<file path="src/rtl/defines_pkg.sv">
`default_nettype none
// ============================================================================
// Package : defines_pkg
// Brief   : Shared types for the dnn datapath and its sequencing controller.
// Rev     : 1.0  initial release
// ============================================================================
package defines_pkg;

   // Controller sequencing states; encoding 3'd7 is unused and treated as illegal
   typedef enum logic [2:0] {
      IDLE             = 3'd0,
      LAYER1_y4y5_MUL  = 3'd1,
      LAYER1_y6y7_MUL  = 3'd2,
      LAYER1_FINAL_ADD = 3'd3,
      RELU_CAPTURE     = 3'd4,
      OUTPUT_MUL       = 3'd5,
      OUTPUT_ADD       = 3'd6
   } dnn_state_t;

endpackage
`default_nettype wire

</file>
<file path="src/rtl/dnn_ctrl_if.sv">
`default_nettype none
// ============================================================================
// Interface : dnn_ctrl_if
// Brief     : Request handshake, hidden-layer feedback and state bus between
//             the dnn datapath/source (master) and dnn_ctrl (slave).
// Rev       : 1.0  initial release
// ============================================================================
interface dnn_ctrl_if;
   import defines_pkg::*;

   logic                in_ready;
   logic                in_accept;
   logic                busy;
   dnn_state_t          dnn_state;
   logic signed [12:0]  y4_relu_p4;
   logic signed [12:0]  y5_relu_p4;
   logic signed [12:0]  y6_relu_p4;
   logic signed [12:0]  y7_relu_p4;
   logic signed [14:0]  y4_aggr_p4;
   logic signed [14:0]  y5_aggr_p4;
   logic signed [14:0]  y6_aggr_p4;
   logic signed [14:0]  y7_aggr_p4;
   logic                out_comp_ready_p5;

   modport master (
      output in_ready, y4_relu_p4, y5_relu_p4, y6_relu_p4, y7_relu_p4,
      input  in_accept, busy, dnn_state,
             y4_aggr_p4, y5_aggr_p4, y6_aggr_p4, y7_aggr_p4, out_comp_ready_p5
   );

   modport slave (
      input  in_ready, y4_relu_p4, y5_relu_p4, y6_relu_p4, y7_relu_p4,
      output in_accept, busy, dnn_state,
             y4_aggr_p4, y5_aggr_p4, y6_aggr_p4, y7_aggr_p4, out_comp_ready_p5
   );

endinterface
`default_nettype wire

</file>
<file path="src/rtl/dnn_ctrl.sv">
`default_nettype none
// ============================================================================
// Module : dnn_ctrl
// Brief  : Sequencing controller for the five-stage dnn datapath. Steps the
//          shared multipliers through layer-1, ReLU capture and output MAC,
//          holds the hidden-layer values and strobes out_comp_ready_p5.
//          Optional macro DNN_CTRL_PERF_EN adds inference/stall counters.
// Rev    : 1.0  initial release
// ============================================================================
module dnn_ctrl
   import defines_pkg::*;
(
   input  wire logic   clk,
   input  wire logic   rst_n,
   dnn_ctrl_if.slave   bus
`ifdef DNN_CTRL_PERF_EN
   ,
   output logic [15:0] perf_infer_cnt,
   output logic [15:0] perf_stall_cnt
`endif
);

   dnn_state_t         state_q, state_d;
   logic signed [14:0] y4_aggr_q, y4_aggr_d;
   logic signed [14:0] y5_aggr_q, y5_aggr_d;
   logic signed [14:0] y6_aggr_q, y6_aggr_d;
   logic signed [14:0] y7_aggr_q, y7_aggr_d;
   logic               out_rdy_q, out_rdy_d;
   logic               accept;

   // Handshake decode and next-state sequencing; a new request can be taken
   // in OUTPUT_ADD so back-to-back inferences run with no idle gap
   always_comb begin
      accept  = bus.in_ready & ((state_q == IDLE) | (state_q == OUTPUT_ADD));
      state_d = IDLE;
      case (state_q)
         IDLE:             state_d = accept ? LAYER1_y4y5_MUL : IDLE;
         LAYER1_y4y5_MUL:  state_d = LAYER1_y6y7_MUL;
         LAYER1_y6y7_MUL:  state_d = LAYER1_FINAL_ADD;
         LAYER1_FINAL_ADD: state_d = RELU_CAPTURE;
         RELU_CAPTURE:     state_d = OUTPUT_MUL;
         OUTPUT_MUL:       state_d = OUTPUT_ADD;
         OUTPUT_ADD:       state_d = accept ? LAYER1_y4y5_MUL : IDLE;
         default:          state_d = IDLE;
      endcase
      // Strobe is registered so it lines up exactly with the OUTPUT_ADD state
      out_rdy_d = (state_d == OUTPUT_ADD);
   end

   // Hidden-layer capture: ReLU outputs are only valid during RELU_CAPTURE
   always_comb begin
      y4_aggr_d = y4_aggr_q;
      y5_aggr_d = y5_aggr_q;
      y6_aggr_d = y6_aggr_q;
      y7_aggr_d = y7_aggr_q;
      if (state_q == RELU_CAPTURE) begin
         // ReLU output is never negative, so zero-fill equals sign-extension
         y4_aggr_d = {2'b00, bus.y4_relu_p4};
         y5_aggr_d = {2'b00, bus.y5_relu_p4};
         y6_aggr_d = {2'b00, bus.y6_relu_p4};
         y7_aggr_d = {2'b00, bus.y7_relu_p4};
      end
   end

   // State, hidden values and strobe registers; reset aborts any inference
   always_ff @(posedge clk or negedge rst_n) begin
      if (!rst_n) begin
         state_q   <= IDLE;
         y4_aggr_q <= '0;
         y5_aggr_q <= '0;
         y6_aggr_q <= '0;
         y7_aggr_q <= '0;
         out_rdy_q <= 1'b0;
      end else begin
         state_q   <= state_d;
         y4_aggr_q <= y4_aggr_d;
         y5_aggr_q <= y5_aggr_d;
         y6_aggr_q <= y6_aggr_d;
         y7_aggr_q <= y7_aggr_d;
         out_rdy_q <= out_rdy_d;
      end
   end

   assign bus.in_accept         = accept;
   assign bus.busy              = (state_q != IDLE);
   assign bus.dnn_state         = state_q;
   assign bus.y4_aggr_p4        = y4_aggr_q;
   assign bus.y5_aggr_p4        = y5_aggr_q;
   assign bus.y6_aggr_p4        = y6_aggr_q;
   assign bus.y7_aggr_p4        = y7_aggr_q;
   assign bus.out_comp_ready_p5 = out_rdy_q;

`ifdef DNN_CTRL_PERF_EN
   logic [15:0] infer_cnt_q, infer_cnt_d;
   logic [15:0] stall_cnt_q, stall_cnt_d;

   // Free-running wrap-around counters: completed inferences, pending stalls
   always_comb begin
      infer_cnt_d = infer_cnt_q + {15'd0, (state_q == OUTPUT_ADD)};
      stall_cnt_d = stall_cnt_q + {15'd0, (bus.in_ready & ~accept)};
   end

   // Performance counter registers
   always_ff @(posedge clk or negedge rst_n) begin
      if (!rst_n) begin
         infer_cnt_q <= '0;
         stall_cnt_q <= '0;
      end else begin
         infer_cnt_q <= infer_cnt_d;
         stall_cnt_q <= stall_cnt_d;
      end
   end

   assign perf_infer_cnt = infer_cnt_q;
   assign perf_stall_cnt = stall_cnt_q;
`endif

endmodule
`default_nettype wire
</file>
<file path="src/flat_wrapper.sv">
// flat-port wrapper written by rule: the top's interface ports become plain ports
module dnn_ctrl_flat import defines_pkg::*;
  (clk, rst_n, bus_in_ready, bus_y4_relu_p4, bus_y5_relu_p4, bus_y6_relu_p4, bus_y7_relu_p4, bus_in_accept, bus_busy, bus_dnn_state, bus_y4_aggr_p4, bus_y5_aggr_p4, bus_y6_aggr_p4, bus_y7_aggr_p4, bus_out_comp_ready_p5);
  dnn_ctrl_if bus_i ();
  input  wire logic clk;
  input  wire logic rst_n;
  input wire logic [$bits(bus_i.in_ready)-1:0] bus_in_ready;
  input wire logic [$bits(bus_i.y4_relu_p4)-1:0] bus_y4_relu_p4;
  input wire logic [$bits(bus_i.y5_relu_p4)-1:0] bus_y5_relu_p4;
  input wire logic [$bits(bus_i.y6_relu_p4)-1:0] bus_y6_relu_p4;
  input wire logic [$bits(bus_i.y7_relu_p4)-1:0] bus_y7_relu_p4;
  output wire logic [$bits(bus_i.in_accept)-1:0] bus_in_accept;
  output wire logic [$bits(bus_i.busy)-1:0] bus_busy;
  output wire logic [$bits(bus_i.dnn_state)-1:0] bus_dnn_state;
  output wire logic [$bits(bus_i.y4_aggr_p4)-1:0] bus_y4_aggr_p4;
  output wire logic [$bits(bus_i.y5_aggr_p4)-1:0] bus_y5_aggr_p4;
  output wire logic [$bits(bus_i.y6_aggr_p4)-1:0] bus_y6_aggr_p4;
  output wire logic [$bits(bus_i.y7_aggr_p4)-1:0] bus_y7_aggr_p4;
  output wire logic [$bits(bus_i.out_comp_ready_p5)-1:0] bus_out_comp_ready_p5;
  assign bus_i.in_ready = bus_in_ready;
  assign bus_i.y4_relu_p4 = bus_y4_relu_p4;
  assign bus_i.y5_relu_p4 = bus_y5_relu_p4;
  assign bus_i.y6_relu_p4 = bus_y6_relu_p4;
  assign bus_i.y7_relu_p4 = bus_y7_relu_p4;
  assign bus_in_accept = bus_i.in_accept;
  assign bus_busy = bus_i.busy;
  assign bus_dnn_state = bus_i.dnn_state;
  assign bus_y4_aggr_p4 = bus_i.y4_aggr_p4;
  assign bus_y5_aggr_p4 = bus_i.y5_aggr_p4;
  assign bus_y6_aggr_p4 = bus_i.y6_aggr_p4;
  assign bus_y7_aggr_p4 = bus_i.y7_aggr_p4;
  assign bus_out_comp_ready_p5 = bus_i.out_comp_ready_p5;
  dnn_ctrl u_core (.clk(clk), .rst_n(rst_n), .bus(bus_i));
endmodule
</file>
<file path="config.mk">
export PLATFORM = sky130hd
export DESIGN_NAME = dnn_ctrl_flat
export DESIGN_NICKNAME = d
export VERILOG_FILES = /design/src/rtl/defines_pkg.sv /design/src/rtl/dnn_ctrl_if.sv /design/src/rtl/dnn_ctrl.sv /design/src/flat_wrapper.sv
export SDC_FILE = /design/constraint.sdc
export NUM_CORES = 1
export LEC_CHECK = 0
export ABC_AREA = 1
export CORE_ASPECT_RATIO = 1.4
export CORE_UTILIZATION = 39
export DETAILED_ROUTE_END_ITERATION = 8
export PLACE_DENSITY_LB_ADDON = 0.2
export REMOVE_ABC_BUFFERS = 1
export SETUP_SLACK_MARGIN = 0.3
export SYNTH_ARGS = -nofsm -noshare
export SYNTH_HDL_FRONTEND = slang
export SYNTH_SLANG_ARGS = --single-unit
</file>
<file path="constraint.sdc">
create_clock -name clk -period 1.42 [get_ports clk]
set_input_delay 0.213 -clock clk [delete_from_list [all_inputs] [get_ports clk]]
set_output_delay 0.213 -clock clk [all_outputs]
set_load 0.05 [all_outputs]
</file>
## Word level (Yosys, flattened, before mapping)

Cells that the tools add are included.

- Reductions and logical operators: 3
- Bitwise gates (word level): 2
- Eq/ne operators: 7
- Multiplexer cells: 2

Operators with widths:

| kind | number |
|---|---|
| $pmux 3 s6 | 1 |
| $eq 3x3->1 const B | 4 |
| $eq 3x2->1 const B | 2 |
| $eq 3x1->1 const B | 1 |
| $logic_not 3->1 | 1 |
| $reduce_bool 3->1 | 1 |
| $reduce_or 2->1 | 1 |
| $and 1x1->1 | 1 |
| $mux 1 | 1 |
| $or 1x1->1 | 1 |

- Output and inout port bits: 66
- Bits of input ports: 55
- Register bits after elaboration: 56
- Word-level logic and storage cells: 20

## Depth between registers and ports, before layout

- Depth after elaboration: 6
- Mapped depth: 5
- Gate-level depth less buffers: 4

## Worst setup path after synthesis

No wires, ideal clock.

- Kind: reg2out
- Start point: register u_core.state_q[2], in the netlist u_core.bus.dnn_state[2]
- End point: output bus_in_accept
- Data required time: 1,207 ps
- Path slack: -632 ps
- Cell stages (with the launch flop): 4
- Data arrival time: 1,839 ps
- Buffers on the path: 1
- Cell sequence: dfrtp_1 buf_4 nand2_1 a21oi_1

- Longest elaborated chain between the ends: 3
- Elaborated cells between the ends (all ways): 4
- Classes of those cells: eq/ne (1); bitwise (2); reduce/logical (1)

Ends and longest elaborated chain:

| element | line | RTL |
|---|---|---|
| start: declaration | dnn_ctrl.sv:23 | `dnn_state_t state_q, state_d;` |
| start signal: assignment | dnn_ctrl.sv:75 | `state_q <= state_d;` |
| $eq 3x3->1 / $logic_not 3->1 (equally long branches) | dnn_ctrl.sv:34 | `accept = bus.in_ready & ((state_q == IDLE) \| (state_q == OUTPUT_ADD));` |
| $or 1x1->1 (*) | dnn_ctrl.sv:34 |  |
| $and 1x1->1 (*) | dnn_ctrl.sv:34 |  |
| end: declaration | flat_wrapper.sv:12 | `output wire logic [$bits(bus_i.in_accept)-1:0] bus_in_accept;` |

Every way passes the cells marked *; elsewhere a longest branch is shown, timed or not.

## Final worst setup path

- Start point: register u_core.state_q[0], in the netlist u_core.bus.dnn_state[0]
- End point: output bus_in_accept

The elaborated chain is that of the path after synthesis.

==> results.py <==
metrics = {
    "outcome": {
        "violations": "negative setup slack",
        "status": "finished with violations",
    },
    "setup_path": {
        "r2r_end": "u_core.bus.y6_aggr_p4[9]",
        "r2r_cells": 8,
        "regToRegStartpoint": "u_core.bus.dnn_state[0]",
        "path_class": "flip-flop to output port",
        "crit_path_max_fanout": 3,
        "arrival_ns": 1.40,
        "end_kind": "output port",
        "required_ns": 1.21,
        "r2r_slack_ns": -0.14,
        "critPathLaunchType": "flip-flop",
    },
    "synthesis": {
        "synth_top_area_share_pct": 60.3,
        "netlist_area_um2": 2320,
        "yosys.area.top_type": "dfrtp_1",
        "synth.yosys.seq_area_share_pct": 60.3,
        "avgSynthCellArea_um2": 9.07,
        "ys_ff_latch": 56,
        "yosysUniqueCellTypes": 14,
        "synthCells": 256,
        "yosys_warnings": 0,
        "synth_area_leaders": "dfrtp_1 60%, nand2_1 18%, nand3_1 11%",
    },
    "drt": {
        "firstDrtPassIters": 5,
        "routed_via_density": 5.83,
        "antenna_left": 0,
        "drtIter0Drc": 151,
        "wirelength_um": 13500,
        "drc": 0,
        "vias": 2897,
        "avgRoutedWirePerCell_um": 27.2,
    },
    "global_routing": {
        "grt_pass1_vias": 2567,
        "grt_max_degree": 57,
        "grt_util_all_layers_pct": 28.9,
        "grt_busiest_layer": "met2",
        "use_met2_pct": 54.8,
        "grt_pass1_wl_um": 13200,
        "antenna_found_initial": 0,
        "grt_overflow": 0,
        "gr-usage-met1_pct": 32.3,
        "grt_util_met3_pct": 2.80,
    },
    "floorplanning": {
        "num_io_pins": 121,
        "num_rows": 32,
        "initial_core_util_pct": 41.4,
        "dieArea_um2": 6270,
        "fp.dieW_um": 67.2,
        "die_h_um": 93.3,
        "core_area_um2": 5610,
    },
    "placement": {
        "dpl.hpwl_um": 4480,
        "globalplace.congestion": 0.745,
        "io_buffers": 112,
        "pre_cts_slack_ns": 0.0439,
    },
    "job": {
        "maxCapViolCount": 0,
    },
    "cts": {
        "insertion_delay_ns": 0.33,
        "cts.sinks": 56,
        "clk_root_buffer_cell": "clkbuf_8",
        "clockBufferDepth": 2,
        "tritoncts.num_buffers": 5,
        "h-tree-depth": 2,
        "clk_pin_slew_ns": 0.10,
        "cts_tree": "done",
    },
    "layout": {
        "num_antenna_cells": 0,
        "final_util_pct": 96.9,
        "mostFrequentLayoutCell": "buf_12",
        "most-common-layout-cells": "69 x buf_12, 53 x clkdlybuf4s50_1, 46 x nand2_1, 42 x nand2_2, 42 x dfrtp_1",
        "layout-drive-gt1-share_pct": 56.2,
        "syn2layout_area_growth_pct": 134,
        "layout.nets": 483,
    },
    "timing": {
        "clock.fmax_mhz": 621,
        "finalCriticalPeriod_ns": 1.61,
        "finalWorstSetupSlack_ns": -0.190,
        "rsz0062_at_grt": "true",
        "hold_slack_ns": 0.422,
        "setup_violations": 52,
        "period_share_pct": 113,
        "slew_viol_final": 0,
        "clock-skew-final_ns": 0.0119,
        "hold_violations": 0,
    },
    "power": {
        "powerDensity_nw_per_um2": 3150,
        "ir_worst_vdd_mv": 2.28,
        "power.total_mw": 17.1,
        "leakage_nw": 2.55,
    },
    "worst_hold_path": {
        "hp-class": "primary input to async pin",
    },
}
-- layer usage --
| layer | up-vias | part of all wire, % | wire length, um |
|---|---|---|---|
| li1 | 1142 | - | - |
| met1 | 1437 | 31 | 4130 |
| met2 | 217 | 53 | 7160 |
| met3 | 101 | 7.2 | 979 |
| met4 | 0 | 9.3 | 1260 |
| met5 | - | 0 | 0 |
-- power by group --
part | internal (mW) | switching [mW] | leakage, nW
logic | 6.14 | 6.44 | 1.83
clock network | 0.392 | 0.568 | 0.0510
registers | 2.42 | 1.15 | 0.673
total | 8.95 | 8.16 | 2.55
-- what timing repair did --
action,in CTS,in global routing
gates cloned,11,1
pin swaps,19,21
resized for setup,71,93
setup endpoints to repair,57,98
buffers inserted,20,28
hold endpoints to repair,56,0
hold buffers,1,0
-- layout make-up --
cell class                      count  area (um^2)
Timing Repair Buffer              182         2670
Sequential cell                    56         1420
Multi-Input combinational cell    180         1160
Fill cell                          92          171
Tap cell                           68         85.1
Clock buffer                        6         82.6
Inverter                            3         11.3
Clock inverter                      2         10.0
-- cells by family (layout without fill, tap and decap cells) --
kind of cell | count (synthesis) | count (layout) | synth area share [%]
DFF | 56 | 56 | 60.3
buffers and inverters | 27 | 193 | 8.14
other | 1 | 8 | 0.161
AOI/OAI and AO/OA | 1 | 1 | 0.215
and+or+nand+nor | 171 | 171 | 31.1
-- synth_stat cells, drive strengths merged --
cell type  count
inv            3
nand3         53
buf           23
conb           1
clkbuf         1
dfrtp         56
nand2        112
a21oi          1
nor2           6
-- flip-flops by register name, indices dropped and copies added, names as in the netlist --
name / cells
u_core.bus.dnn_state: 3
u_core.bus.y6_aggr_p4: 13
u_core.bus.y7_aggr_p4: 13
u_core.bus.out_comp_ready_p5: 1
u_core.bus.y4_aggr_p4: 13
u_core.bus.y5_aggr_p4: 13
-- how the worst max path moves through the flow --
stage / from / endpoint / slack (ns) / cells past startpoint
6_report: u_core.bus.dnn_state[0] / bus_in_accept / -0.19 / 4
5_1_grt: u_core.bus.dnn_state[0] / u_core.bus.y6_aggr_p4[9] / -0.23 / 8
4_1_cts: u_core.bus.dnn_state[1] / bus_in_accept / -0.02 / 4
3_5_place_dp: bus_in_ready / bus_in_accept / 0.04 / 4
3_3_place_gp: bus_in_ready / bus_in_accept / 0.09 / 4
2_1_floorplan: u_core.bus.dnn_state[2] / bus_in_accept / -1.36 / 2
-- worst max-delay path, stage by stage, from the launching register on --
cell,delay [ns]
dfrtp_2,0.46
inv_2,0.15
nand2_2,0.14
a21oi_4,0.17
buf_12,0.15
-- metrics by stage --
stage | cell area [um^2] | std cells | TNS (ns)
6_report | 5430 | 497 | -3.63
3_5_place_dp | 4030 | 428 | 0
4_1_cts | 4890 | 468 | -0.263
2_1_floorplan | 2170 | 239 | -50.93
3_3_place_gp | 4030 | 428 | 0
5_1_grt | 5430 | 497 | -4.93
(Power assumes the default switching activity.)
